File: src/rtl/vga_timing_pkg.sv
// vga_timing_pkg: 640x480@60 defaults and sizing helpers
// shared by the VGA raster engine files.
package vga_timing_pkg;

  localparam int DEF_H_ACTIVE = 640;
  localparam int DEF_H_FP     = 16;
  localparam int DEF_H_SYNC   = 96;
  localparam int DEF_H_BP     = 48;
  localparam int DEF_V_ACTIVE = 480;
  localparam int DEF_V_FP     = 10;
  localparam int DEF_V_SYNC   = 2;
  localparam int DEF_V_BP     = 33;
  localparam int DEF_COLOR_W  = 4;

  typedef struct packed {
    logic [DEF_COLOR_W-1:0] r;
    logic [DEF_COLOR_W-1:0] g;
    logic [DEF_COLOR_W-1:0] b;
  } rgb_t;

  function automatic int total_len(
    int act, int fp, int sync, int bp
  );
    return act + fp + sync + bp;
  endfunction

  function automatic int addr_w_req(
    int h, int v
  );
    return $clog2(h * v);
  endfunction

endpackage

File: src/rtl/vga_timing_gen_if.sv
// vga_timing_gen_if: pixel-memory read port
// master issues addr/strobe, slave returns {R,G,B}.
interface vga_timing_gen_if
  import vga_timing_pkg::*;
#(
  parameter int ADDR_W  = 19,
  parameter int COLOR_W = DEF_COLOR_W
);

  logic [ADDR_W-1:0]    pix_addr;
  logic                 pix_rd;
  logic [3*COLOR_W-1:0] pix_data;

  modport master (
    output pix_addr,
    output pix_rd,
    input  pix_data
  );

  modport slave (
    input  pix_addr,
    input  pix_rd,
    output pix_data
  );

endinterface

File: src/rtl/vga_stb_delay.sv
// vga_stb_delay: enabled shift register, DEPTH stages
// of WIDTH bits; DEPTH 0 degenerates to a wire.
module vga_stb_delay #(
  parameter int DEPTH = 1,
  parameter int WIDTH = 1
) (
  input  logic             clk,
  input  logic             rst_n,
  input  logic             en,
  input  logic [WIDTH-1:0] d,
  output logic [WIDTH-1:0] q
);

  if (DEPTH == 0) begin : g_wire
    logic unused;
    assign unused = ^{clk, rst_n, en};
    assign q = d;
  end else begin : g_sr
    logic [WIDTH-1:0] sr [DEPTH];

    always_ff @(posedge clk) begin
      if (!rst_n) begin
        for (int i = 0; i < DEPTH; i++)
          sr[i] <= '0;
      end else if (en) begin
        sr[0] <= d;
        for (int i = 1; i < DEPTH; i++)
          sr[i] <= sr[i-1];
      end
    end

    assign q = sr[DEPTH-1];
  end

endmodule

File: src/rtl/vga_timing_gen.sv
// vga_timing_gen: VGA raster engine with pixel strobe,
// H/V counters, linear read addresses and aligned outputs.
module vga_timing_gen
  import vga_timing_pkg::*;
#(
  parameter int H_ACTIVE  = DEF_H_ACTIVE,
  parameter int H_FP      = DEF_H_FP,
  parameter int H_SYNC    = DEF_H_SYNC,
  parameter int H_BP      = DEF_H_BP,
  parameter int V_ACTIVE  = DEF_V_ACTIVE,
  parameter int V_FP      = DEF_V_FP,
  parameter int V_SYNC    = DEF_V_SYNC,
  parameter int V_BP      = DEF_V_BP,
  parameter int HSYNC_POL = 0,
  parameter int VSYNC_POL = 0,
  parameter int CLK_DIV   = 4,
  parameter int RD_LAT    = 1,
  parameter int COLOR_W   = DEF_COLOR_W,
  parameter int ADDR_W    = addr_w_req(H_ACTIVE, V_ACTIVE),
  parameter int CNT_W     = 11
) (
  input  logic               clk,
  input  logic               rst_n,
  vga_timing_gen_if.master   mem,
  output logic [COLOR_W-1:0] red,
  output logic [COLOR_W-1:0] green,
  output logic [COLOR_W-1:0] blue,
  output logic               hsync,
  output logic               vsync,
  output logic               de,
  output logic               frame_start,
  output logic               line_start,
  output logic [CNT_W-1:0]   hcount,
  output logic [CNT_W-1:0]   vcount
);

  localparam int H_TOTAL =
    total_len(H_ACTIVE, H_FP, H_SYNC, H_BP);
  localparam int V_TOTAL =
    total_len(V_ACTIVE, V_FP, V_SYNC, V_BP);
  localparam int DIV_W =
    (CLK_DIV > 1) ? $clog2(CLK_DIV) : 1;

  localparam logic [DIV_W-1:0] DIV_LAST =
    DIV_W'(CLK_DIV - 1);
  localparam logic [CNT_W-1:0] H_LAST =
    CNT_W'(H_TOTAL - 1);
  localparam logic [CNT_W-1:0] V_LAST =
    CNT_W'(V_TOTAL - 1);
  localparam logic [CNT_W-1:0] H_ACT =
    CNT_W'(H_ACTIVE);
  localparam logic [CNT_W-1:0] V_ACT =
    CNT_W'(V_ACTIVE);
  localparam logic [CNT_W-1:0] HS_BEG =
    CNT_W'(H_ACTIVE + H_FP);
  localparam logic [CNT_W-1:0] HS_END =
    CNT_W'(H_ACTIVE + H_FP + H_SYNC);
  localparam logic [CNT_W-1:0] VS_BEG =
    CNT_W'(V_ACTIVE + V_FP);
  localparam logic [CNT_W-1:0] VS_END =
    CNT_W'(V_ACTIVE + V_FP + V_SYNC);
  localparam logic HS_ON = (HSYNC_POL != 0);
  localparam logic VS_ON = (VSYNC_POL != 0);

  logic [DIV_W-1:0]  div;
  logic              stb;
  logic              act;
  logic              hs_raw;
  logic              vs_raw;
  logic              h_wrap;
  logic              v_wrap;
  logic [ADDR_W-1:0] addr;
  logic [2:0]        dly;

  // rst_n gates the strobe so nothing pulses while held in reset
  assign stb    = rst_n && (div == DIV_LAST);
  assign h_wrap = (hcount == H_LAST);
  assign v_wrap = (vcount == V_LAST);
  assign act    = (hcount < H_ACT) && (vcount < V_ACT);
  assign hs_raw = (hcount >= HS_BEG) && (hcount < HS_END);
  assign vs_raw = (vcount >= VS_BEG) && (vcount < VS_END);

  assign mem.pix_addr = addr;
  assign mem.pix_rd   = stb && act;
  assign line_start   = stb && (hcount == '0);
  assign frame_start  = line_start && (vcount == '0);

  always_ff @(posedge clk) begin
    if (!rst_n) begin
      div <= '0;
    end else if (stb) begin
      div <= '0;
    end else begin
      div <= div + 1'b1;
    end
  end

  always_ff @(posedge clk) begin
    if (!rst_n) begin
      hcount <= '0;
      vcount <= '0;
      addr   <= '0;
    end else if (stb) begin
      hcount <= h_wrap ? '0 : hcount + 1'b1;
      if (h_wrap)
        vcount <= v_wrap ? '0 : vcount + 1'b1;
      if (h_wrap && v_wrap)
        addr <= '0;
      else if (act)
        addr <= addr + 1'b1;
    end
  end

  vga_stb_delay #(
    .DEPTH (RD_LAT),
    .WIDTH (3)
  ) u_dly (
    .clk   (clk),
    .rst_n (rst_n),
    .en    (stb),
    .d     ({act, hs_raw, vs_raw}),
    .q     (dly)
  );

  always_ff @(posedge clk) begin
    if (!rst_n) begin
      de    <= 1'b0;
      hsync <= ~HS_ON;
      vsync <= ~VS_ON;
      red   <= '0;
      green <= '0;
      blue  <= '0;
    end else if (stb) begin
      de    <= dly[2];
      hsync <= ~(dly[1] ^ HS_ON);
      vsync <= ~(dly[0] ^ VS_ON);
      {red, green, blue} <=
        dly[2] ? mem.pix_data : '0;
    end
  end

endmodule
File: src/flat_wrapper.sv
// flat-port wrapper written by rule: the top's interface ports become plain ports
module vga_timing_gen_flat import vga_timing_pkg::*;
#(
  parameter int H_ACTIVE  = DEF_H_ACTIVE,
  parameter int H_FP      = DEF_H_FP,
  parameter int H_SYNC    = DEF_H_SYNC,
  parameter int H_BP      = DEF_H_BP,
  parameter int V_ACTIVE  = DEF_V_ACTIVE,
  parameter int V_FP      = DEF_V_FP,
  parameter int V_SYNC    = DEF_V_SYNC,
  parameter int V_BP      = DEF_V_BP,
  parameter int HSYNC_POL = 0,
  parameter int VSYNC_POL = 0,
  parameter int CLK_DIV   = 4,
  parameter int RD_LAT    = 1,
  parameter int COLOR_W   = DEF_COLOR_W,
  parameter int ADDR_W    = addr_w_req(H_ACTIVE, V_ACTIVE),
  parameter int CNT_W     = 11
)
  (clk, rst_n, red, green, blue, hsync, vsync, de, frame_start, line_start, hcount, vcount, mem_pix_addr, mem_pix_rd, mem_pix_data);
  vga_timing_gen_if #(.ADDR_W(ADDR_W), .COLOR_W(COLOR_W)) mem_i ();
  input  logic clk;
  input  logic rst_n;
  output logic [COLOR_W-1:0] red;
  output logic [COLOR_W-1:0] green;
  output logic [COLOR_W-1:0] blue;
  output logic hsync;
  output logic vsync;
  output logic de;
  output logic frame_start;
  output logic line_start;
  output logic [CNT_W-1:0] hcount;
  output logic [CNT_W-1:0] vcount;
  output wire logic [$bits(mem_i.pix_addr)-1:0] mem_pix_addr;
  output wire logic [$bits(mem_i.pix_rd)-1:0] mem_pix_rd;
  input wire logic [$bits(mem_i.pix_data)-1:0] mem_pix_data;
  assign mem_pix_addr = mem_i.pix_addr;
  assign mem_pix_rd = mem_i.pix_rd;
  assign mem_i.pix_data = mem_pix_data;
  vga_timing_gen #(.H_ACTIVE(H_ACTIVE), .H_FP(H_FP), .H_SYNC(H_SYNC), .H_BP(H_BP), .V_ACTIVE(V_ACTIVE), .V_FP(V_FP), .V_SYNC(V_SYNC), .V_BP(V_BP), .HSYNC_POL(HSYNC_POL), .VSYNC_POL(VSYNC_POL), .CLK_DIV(CLK_DIV), .RD_LAT(RD_LAT), .COLOR_W(COLOR_W), .ADDR_W(ADDR_W), .CNT_W(CNT_W)) u_core (.clk(clk), .rst_n(rst_n), .mem(mem_i), .red(red), .green(green), .blue(blue), .hsync(hsync), .vsync(vsync), .de(de), .frame_start(frame_start), .line_start(line_start), .hcount(hcount), .vcount(vcount));
endmodule
File: config.mk
export PLATFORM = sky130hd
export DESIGN_NAME = vga_timing_gen_flat
export DESIGN_NICKNAME = d
export VERILOG_FILES = /design/src/rtl/vga_timing_pkg.sv /design/src/rtl/vga_timing_gen_if.sv /design/src/rtl/vga_stb_delay.sv /design/src/rtl/vga_timing_gen.sv /design/src/flat_wrapper.sv
export SDC_FILE = /design/constraint.sdc
export NUM_CORES = 1
export LEC_CHECK = 0
export BUFFER_PORTS_ARGS = -buffer_cell sky130_fd_sc_hd__buf_4
export CORE_MARGIN = 2
export CORE_UTILIZATION = 47
export CTS_CLUSTER_DIAMETER = 150
export DETAILED_ROUTE_END_ITERATION = 8
export PLACE_DENSITY_LB_ADDON = 0.12
export SKIP_CTS_REPAIR_TIMING = 1
export SYNTH_ARGS = -nofsm -noshare
export SYNTH_HDL_FRONTEND = slang
export SYNTH_HIERARCHICAL = 1
export SYNTH_SLANG_ARGS = --single-unit
File: constraint.sdc
create_clock -name clk -period 1.9 [get_ports clk]
set_clock_uncertainty 0.15 [all_clocks]
set_input_delay 0.38 -clock clk [delete_from_list [all_inputs] [get_ports clk]]
set_output_delay 0.38 -clock clk [all_outputs]
set_load 0.02 [all_outputs]
==> results of run 1 <==
## cells in the final DEF (no fill, tap or decap), types with 7 or more instances in the layout
| master | n |
|---|---|
| xor2_1 | 15 |
| and3_1 | 8 |
| dfxtp_1 | 44 |
| clkbuf_8 | 10 |
| o21ai_0 | 7 |
| buf_4 | 120 |
| nand3_1 | 14 |
| nand4_1 | 13 |
| dfxtp_2 | 14 |
| nor3_1 | 7 |
| a21oi_1 | 11 |
| nand2_1 | 34 |
| xnor2_1 | 10 |
| nor2_1 | 51 |
| a22oi_1 | 14 |
## sequential cells by signal, indices dropped and copies added (netlist names), 2 cells and up
register	flops
u_core/div	2
u_core/mem.pix_addr	19
u_core/blue	4
u_core/hcount	11
u_core/green	4
u_core/vcount	11
u_core/u_dly/g_sr.sr	3
u_core/red	4
## worst max-delay path, cell delays in order, from the launching register on
cell and delay (ns):
dfxtp_2 0.32, or2_4 0.26, nor4_4 0.20, and4_4 0.27, and4_4 0.21, buf_6 0.11
## cell type report
class	count	area, um^2
clock buffer	13	149
clock inverter	2	10.0
fill	482	1730
inverter	8	32.5
multi-input combinational	243	1590
sequential	61	1270
tap	75	93.8
timing repair buffer	126	977
## per-layer routing
metal / track usage [%] / part of all wire, %
met1: 29.9 / 45
met2: 36.3 / 48
met3: 4.56 / 5.1
met4: 9.49 / 1.6
met5: 0 / 0
## final timing paths
path	from	end	cells past startpoint
max reg2reg	u_core/hcount[8]	u_core/vcount[10]	8
max	u_core/hcount[10]	frame_start	5
min	mem_pix_data[5]	u_core/green[1]	3
min reg2reg	u_core/div[0]	u_core/div[0]	1
## kinds of logic (layout without fill, tap and decap cells)
kind of cell	Yosys count	in the layout	synth area share, %
AND/OR/NAND/NOR	167	167	30.8
flip-flops	61	61	44.6
AO/OA/AOI/OAI	45	45	10.4
XOR/XNOR	25	25	7.81
buffers and inverters	20	149	3.75
adder cells (fa/ha/maj)	6	6	2.68
## power by group
group	total [mW]	leakage, nW	switching [mW]	internal, mW
registers	1.32	0.506	0.00958	1.31
clock network	0.954	0.0833	0.456	0.498
logic	0.181	1.19	0.0955	0.0854
## metrics by stage
step	instance area (um^2)	TNS (ns)	instances
2_1_floorplan	2820	0	324
3_3_place_gp	3730	-0.0259	505
3_5_place_dp	3730	-0.0825	505
4_1_cts	3890	-1.12	520
5_1_grt	4120	-1.98	528
6_report	4120	-1.09	528
==> impl_metrics.tcl, run 1 <==
set metrics [dict create \
    run_status "finished with violations" \
    violations "setup timing" \
    fmax_ghz 0.450 \
    syn_area_per_cell_um2 8.65 \
    gp_congestion 0.835 \
    clock_latency_ns 0.33 \
    syn2layout_area_growth_pct 46.8 \
    drcViolationCount 0 \
    hp-class "input pin to register" \
    cts_root_buf "clkbuf_8" \
    yosysWarningCount 6 \
    antenna_cells 0 \
    grt_pass1_wl_mm 11.5 \
    cts.sinks 61 \
    power.leakage_nw 1.78 \
    io_pins 73 \
    path_class "register to primary output" \
    cp.required_ns 1.37 \
    first_pass_iters 4 \
    fin_nets 469 \
    coreArea_um2 5850 \
    reg2reg_slack_ns -0.16 \
    slew_viol_final 0 \
    dieArea_um2 6600 \
    peakVddDrop_mv 0.375 \
    cp.arrival_ns 1.69 \
    cts_tree "done" \
    setup_viol_count_final 11 \
    viasPerCell 5.28 \
    synthCells 324 \
    initial_core_util_pct 47.9 \
    cap_violations 0 \
    power_mw 2.45 \
    cts_max_level 3 \
    synth_nets 344 \
    antenna_found_initial 0 \
    ant_nets 0 \
    worstSetupEndpointType "primary output" \
    netlist.area_leader.share_pct 41.4 \
    yosysMostFrequentCell "dfxtp_1" \
    tightest_slew_ns 0.486 \
    whs_ns 0.138 \
    cts_buffers 9 \
    core.rowCount 28 \
    relSlewSlack_pct 67.6 \
    drt_iter0_drc 162 \
    grt_max_degree 19 \
    layout-drive-gt1-share_pct 41.1 \
    globalRouteOverflowTotal 0 \
    cp-start-kind "register" \
    ys_ff_latch 61 \
    fin_crit_sh_pct 117 \
    clk_pin_slew_ns 0.06 \
    synth_ff_type "dfxtp_1" \
    finalWorstSetupSlack_ns -0.322 \
    synth_top_area_cell "dfxtp_1" \
    synthTopCellsByArea "dfxtp_1 (41%), nor2_1 (6.8%), nand2_1 (4.8%), xor2_1 (4.7%), a22oi_1 (3.7%)" \
    first_global_vias 2452 \
    grt_use_total_pct 22.7 \
    synthArstFlopShare_pct 0 \
    ys_seq_area_share_pct 44.6 \
    hold_viol 0 \
    cts_buffer_depth 2 \
    port-buffer-count 72 \
    ys_types 43 \
    rsz0062_at_grt "yes" \
    synth.cells.most_frequent "dfxtp_1 (58), nor2_1 (51), nand2_1 (36)" \
    power.density_nw_per_um2 596 \
    hpwl_mm 5.33 \
    die_x_um 81.2 \
    period_needed_ns 2.22 \
    final_util_pct 70.4 \
    worst-path-max-fanout 2 \
    die_height_um 81.2 \
    vias 2786 \
    syn_area_um2 2800 \
    place_ws_ns -0.0825 \
    synth-edff-count 3 \
    drt-wirelength-per-cell_um 14.4 \
    wirelength_mm 7.59 \
]
Power figures use the tool's default switching activity.
==> inputs of run 2 (changes only) <==
--- a/config.mk
+++ b/config.mk
@@ -7,7 +7,7 @@
 export LEC_CHECK = 0
 export BUFFER_PORTS_ARGS = -buffer_cell sky130_fd_sc_hd__buf_4
 export CORE_MARGIN = 2
-export CORE_UTILIZATION = 47
+export CORE_UTILIZATION = 40
 export CTS_CLUSTER_DIAMETER = 150
 export DETAILED_ROUTE_END_ITERATION = 8
 export PLACE_DENSITY_LB_ADDON = 0.12
==> run 2 against run 1 <==
- the run still ends with setup timing left
- global-route usage shrank 3.9 points
- sequential power is essentially flat
- cell count grew 4.4%
- non-clock buffer count grew 1
- largest cell class unchanged
- sequential share of layout area shrank 0.66 points
- setup slack gained 0.018 ns
- sequential cell count is the same
- count of clock-buffer cells in the layout shrank 4
- critical endpoint unchanged
==> impl_metrics.tcl, run 2 (synthesis gave the netlist of run 1 again) <==
set metrics [dict create \
    run_status "finished with violations" \
    violations "setup timing" \
    period_needed_ns 2.20 \
    power.leakage_nw 1.75 \
    finalWorstSetupSlack_ns -0.304 \
    globalRouteOverflowTotal 0 \
    first_global_vias 2452 \
    instances_no_fill 551 \
    slew_viol_final 0 \
    cp-start-kind "register" \
    port-buffer-count 72 \
    grt_max_degree 17 \
    ant_nets 0 \
    initial_core_util_pct 41.3 \
    hold_viol 0 \
    fin_crit_sh_pct 116 \
    drt_iter0_drc 114 \
    syn2layout_area_growth_pct 50.3 \
    final_util_pct 62.0 \
    power.density_nw_per_um2 628 \
    grt-busiest-layer "met2" \
    switching_power_uw 650 \
    layout-drive-gt1-share_pct 41.8 \
    grtUsageMet3_pct 3.77 \
    tightest_slew_ns 0.496 \
    fin_tns_setup_ns -0.557 \
    peakVddDrop_mv 0.355 \
    reg2reg_slack_ns 0.04 \
    io_pins 73 \
    p_sw_share_pct 24.5 \
    cts_buffers 9 \
    clock_latency_ns 0.33 \
    setup_viol_count_final 3 \
    fmax_ghz 0.454 \
    place_ws_ns -0.0843 \
    core.rowCount 30 \
    largest_reg_flops 19 \
    drcViolationCount 0 \
    first_pass_iters 4 \
    antenna_found_initial 0 \
    rsz0062_at_grt "yes" \
    path_class "register to primary output" \
    drt-wirelength-per-cell_um 13.3 \
    die_height_um 87.7 \
    grt_use_total_pct 18.8 \
    min-delay-start "mem_pix_data[9]" \
    cts_buffer_depth 2 \
    cap_violations 0 \
    final_common_cell "buf_4" \
    viasPerCell 4.98 \
    seq_power_share_pct 49.6 \
    p_comb_share_pct 6.7 \
    cts_tree "done" \
    post-place-cells 530 \
    cts.sinks 61 \
    cts_root_buf "clkbuf_8" \
    power.share.clock_pct 43.6 \
    hpwl_mm 5.31 \
    worstSetupEndpointType "primary output" \
    gp_congestion 0.815 \
    wirelength_mm 7.36 \
    cp.required_ns 1.37 \
    clk_pin_slew_ns 0.07 \
    worst-path-max-fanout 2 \
    hp-class "input pin to register" \
    grt_pass1_wl_mm 11.4 \
    cts_max_level 3 \
    met2_usage_pct 30.1 \
    die_x_um 87.7 \
    p_int_mw 2.00 \
    r2r_start "u_core/hcount[10]" \
    coreArea_um2 6790 \
    startpoint "u_core/hcount[8]" \
    dieArea_um2 7700 \
    cp.arrival_ns 1.67 \
    relSlewSlack_pct 67.0 \
    vias 2745 \
    grt_util_met1_pct 25.3 \
    antenna_cells 0 \
    layout_common_cells "buf_4 (120), nor2_1 (51), dfxtp_1 (44), nand2_1 (35), xor2_1 (15)" \
    fin_nets 470 \
]
-- run 2: cell count changes in the layout (fill, tap and decap cells not counted), sizes merged --
| cell | delta |
|---|---|
| bufinv | +1 |
| clkinvlp | +3 |
| inv | +1 |
| buf | +1 |
| clkbuf | -4 |
-- run 2: layer usage --
metal / part of all wire [%] / routed length (um) / vias up
li1: - / - / 1395
met4: 0.91 / 67 / 0
met3: 4.4 / 322 / 4
met2: 48 / 3500 / 64
met5: 0 / 0 / -
met1: 47 / 3470 / 1282
-- run 2: worst max-delay path: stages (launching register included) --
cell     delay, ns
dfxtp_2       0.32
or2_4         0.25
nor4_4        0.20
and4_4        0.25
and4_4        0.21
buf_6         0.11
-- run 2: worst paths after layout --
kind / endpoint / cells past startpoint
max: frame_start / 5
min: u_core/red[1] / 3
min reg2reg: u_core/div[0] / 1
max reg2reg: u_core/mem.pix_addr[18] / 6
-- run 2: metrics by stage --
| stage | power [mW] | hold slack [ns] | cell area (um^2) |
|---|---|---|---|
| 3_5_place_dp | 1.50 | 0.266 | 3790 |
| 3_3_place_gp | 1.50 | 0.255 | 3790 |
| 2_1_floorplan | 1.42 | 0.248 | 2820 |
| 5_1_grt | 2.76 | 0.123 | 4220 |
| 6_report | 2.65 | 0.126 | 4220 |
| 4_1_cts | 2.66 | 0.114 | 3990 |
-- run 2: final cells by class --
| type | instances | area, um^2 |
|---|---|---|
| fillers | 605 | 2580 |
| multi-input cells | 243 | 1600 |
| flip-flops and latches | 61 | 1270 |
| repair buffers | 127 | 988 |
| clock buffers | 9 | 124 |
| well taps | 96 | 120 |
| clock inverters | 7 | 75.1 |
| inverters | 8 | 37.5 |
-- run 2: power by group through the flow --
stage	clock network (mW)	registers [mW]	logic (mW)
5_1_grt	1.25	1.32	0.194
4_1_cts	1.19	1.31	0.162
3_5_place_dp	0	1.34	0.161
2_1_floorplan	0	1.35	0.0702
3_3_place_gp	0	1.34	0.160
6_report	1.15	1.31	0.178
==> inputs of run 3 (changes only) <==
--- a/config.mk
+++ b/config.mk
@@ -5,7 +5,9 @@
 export SDC_FILE = /design/constraint.sdc
 export NUM_CORES = 1
 export LEC_CHECK = 0
+export ABC_CLOCK_PERIOD_IN_PS = 1900
 export BUFFER_PORTS_ARGS = -buffer_cell sky130_fd_sc_hd__buf_4
+export CORE_ASPECT_RATIO = 1.75
 export CORE_MARGIN = 2
 export CORE_UTILIZATION = 40
 export CTS_CLUSTER_DIAMETER = 150
==> constraint.sdc (replaced) <==
create_clock -name clk -period 1.9 [get_ports clk]
set_clock_uncertainty 0.15 [all_clocks]
set_input_delay 0.38 -clock clk [delete_from_list [all_inputs] [get_ports clk]]
set_output_delay 0.38 -clock clk [all_outputs]
set_load 0.005 [all_outputs]
==> run 3 against run 2 <==
- the flow still finishes with violations (setup timing)
- largest power group is now clock
- non-clock buffer count fell by 6
- first-iteration DRC count rose by 21%
- setup slack got worse by 0.015 ns
- register-to-register slack got worse by 0.14 ns
- combinational power fell by 16%
- sequential share of layout area rose by 0.24 points
- final area fell by 2.3%
- hold slack improved by 0.0079 ns
- total power rose by 17%
- critical path depth did not move
- clock power rose by 41%
==> impl_metrics.tcl, run 3 (synthesis gave the netlist of run 1 again) <==
set metrics [dict create \
    run_status "finished with violations" \
    violations "setup timing" \
    largest_reg_flops 19 \
    grt_use_total_pct 21.2 \
    coreArea_um2 6810 \
    place_area_um2 3740 \
    clock_latency_ns 0.33 \
    cts_root_buf "clkbuf_16" \
    p_comb_share_pct 4.9 \
    switching_power_uw 620 \
    drt-wirelength-per-cell_um 14.1 \
    finalWorstSetupSlack_ns -0.319 \
    globalRouteOverflowTotal 0 \
    first_global_vias 2691 \
    worstSetupEndpointType "primary output" \
    nFillCells 649 \
    drt_iter0_drc 138 \
    routed-wl-met2_mm 4.09 \
    setup_viol_count_final 9 \
    hpwl_mm 5.70 \
    peakVddDrop_mv 0.716 \
    drcViolationCount 0 \
    p_int_mw 2.47 \
    die_height_um 115 \
    layout-drive-gt1-share_pct 35.9 \
    power.density_nw_per_um2 749 \
    syn2layout_area_growth_pct 46.9 \
    antenna_cells 0 \
    dieArea_um2 7720 \
    layout_common_cells "buf_4 (117), dfxtp_1 (57), nor2_1 (51), nand2_1 (35), xor2_1 (15)" \
    path_class "register to primary output" \
    worst-path-max-fanout 4 \
    power.share.clock_pct 52.5 \
    relSlewSlack_pct 65.5 \
    vias 2749 \
    io_pins 73 \
    stdcell_area_um2 4120 \
    viasPerCell 5.16 \
    seq_area_um2 1250 \
    gp_congestion 0.826 \
    clk_pin_slew_ns 0.05 \
    cp.arrival_ns 1.69 \
    top_layer_used "met4" \
    power_mw 3.09 \
    antenna_found_initial 0 \
    core.rowCount 40 \
    die_x_um 67.3 \
    slew_viol_final 0 \
    cp-start-kind "register" \
    hold_viol 0 \
    cts_buffers 9 \
    hp-class "input pin to register" \
    multi_input_area_um2 1510 \
    grt_pass1_wl_mm 12.4 \
    fin_crit_sh_pct 117 \
    wl_met1_mm 2.95 \
    cts.sinks 61 \
    fmax_ghz 0.451 \
    wirelength_mm 7.50 \
    met3_length_um 269 \
    ant_nets 0 \
    cts_max_level 3 \
    fin_nets 464 \
    seq_power_share_pct 42.7 \
    cts_buffer_depth 2 \
    p_sw_share_pct 20.1 \
    period_needed_ns 2.22 \
    final_common_cell "buf_4" \
    first_pass_iters 4 \
    power.leakage_nw 1.79 \
    cap_violations 0 \
    rsz0062_at_grt "yes" \
    cts_tree "done" \
    final_util_pct 60.5 \
    grt_max_degree 19 \
    initial_core_util_pct 41.2 \
    cp.required_ns 1.37 \
    port-buffer-count 72 \
    tightest_slew_ns 0.518 \
]
[run 3: changes by cell type in the layout (fill, tap and decap cells not counted), sizes merged]
cell	delta
buf	-6
clkinvlp	-3
inv	-1
clkbuf	+4
[run 3: power by group through the flow]
| stage | clock [mW] | combinational [mW] | sequential (mW) |
|---|---|---|---|
| 6_report | 1.62 | 0.150 | 1.32 |
| 5_1_grt | 1.71 | 0.168 | 1.32 |
| 4_1_cts | 1.65 | 0.145 | 1.32 |
| 3_5_place_dp | 0 | 0.144 | 1.34 |
| 3_3_place_gp | 0 | 0.144 | 1.34 |
| 2_1_floorplan | 0 | 0.0654 | 1.34 |
[run 3: worst paths after layout]
path	startpoint	slack, ns	to	depth (start not counted)
min	mem_pix_data[3]	0.13	u_core/blue[3]	3
min reg2reg	u_core/div[0]	0.28	u_core/div[0]	1
max reg2reg	u_core/hcount[0]	-0.10	u_core/vcount[8]	7
max	u_core/hcount[10]	-0.32	frame_start	5
[run 3: per-layer routing]
| metal | track usage (%) | vias up |
|---|---|---|
| met5 | 0 | - |
| met4 | 12.9 | 0 |
| met3 | 4.01 | 13 |
| met2 | 36.8 | 62 |
| met1 | 23.1 | 1284 |
| li1 | - | 1390 |
[run 3: metrics by stage]
stage / hold WS, ns / TNS, ns / instances / setup WS [ns]
6_report: 0.134 / -1.09 / 533 / -0.319
5_1_grt: 0.153 / -2.58 / 533 / -0.363
4_1_cts: 0.128 / -0.991 / 533 / -0.357
3_5_place_dp: 0.265 / -0.0149 / 517 / -0.0149
3_3_place_gp: 0.256 / -0.00367 / 517 / -0.00367
2_1_floorplan: 0.248 / 0 / 324 / 0.0510
[run 3: layout make-up]
| type | count | share of cell area [%] |
|---|---|---|
| repair buffers | 121 | 22.4 |
| clock inverters | 3 | 1.06 |
| well taps | 84 | 2.55 |
| clock buffers | 13 | 6.32 |
| multi-input cells | 243 | 36.5 |
| flip-flops and latches | 61 | 30.4 |
| inverters | 8 | 0.729 |
[run 3: worst max-delay path, cell delays in order (launching register included)]
cell	delay, ns
dfxtp_2	0.33
or2_4	0.25
nor4_2	0.22
and4_1	0.27
and4_4	0.22
buf_6	0.09
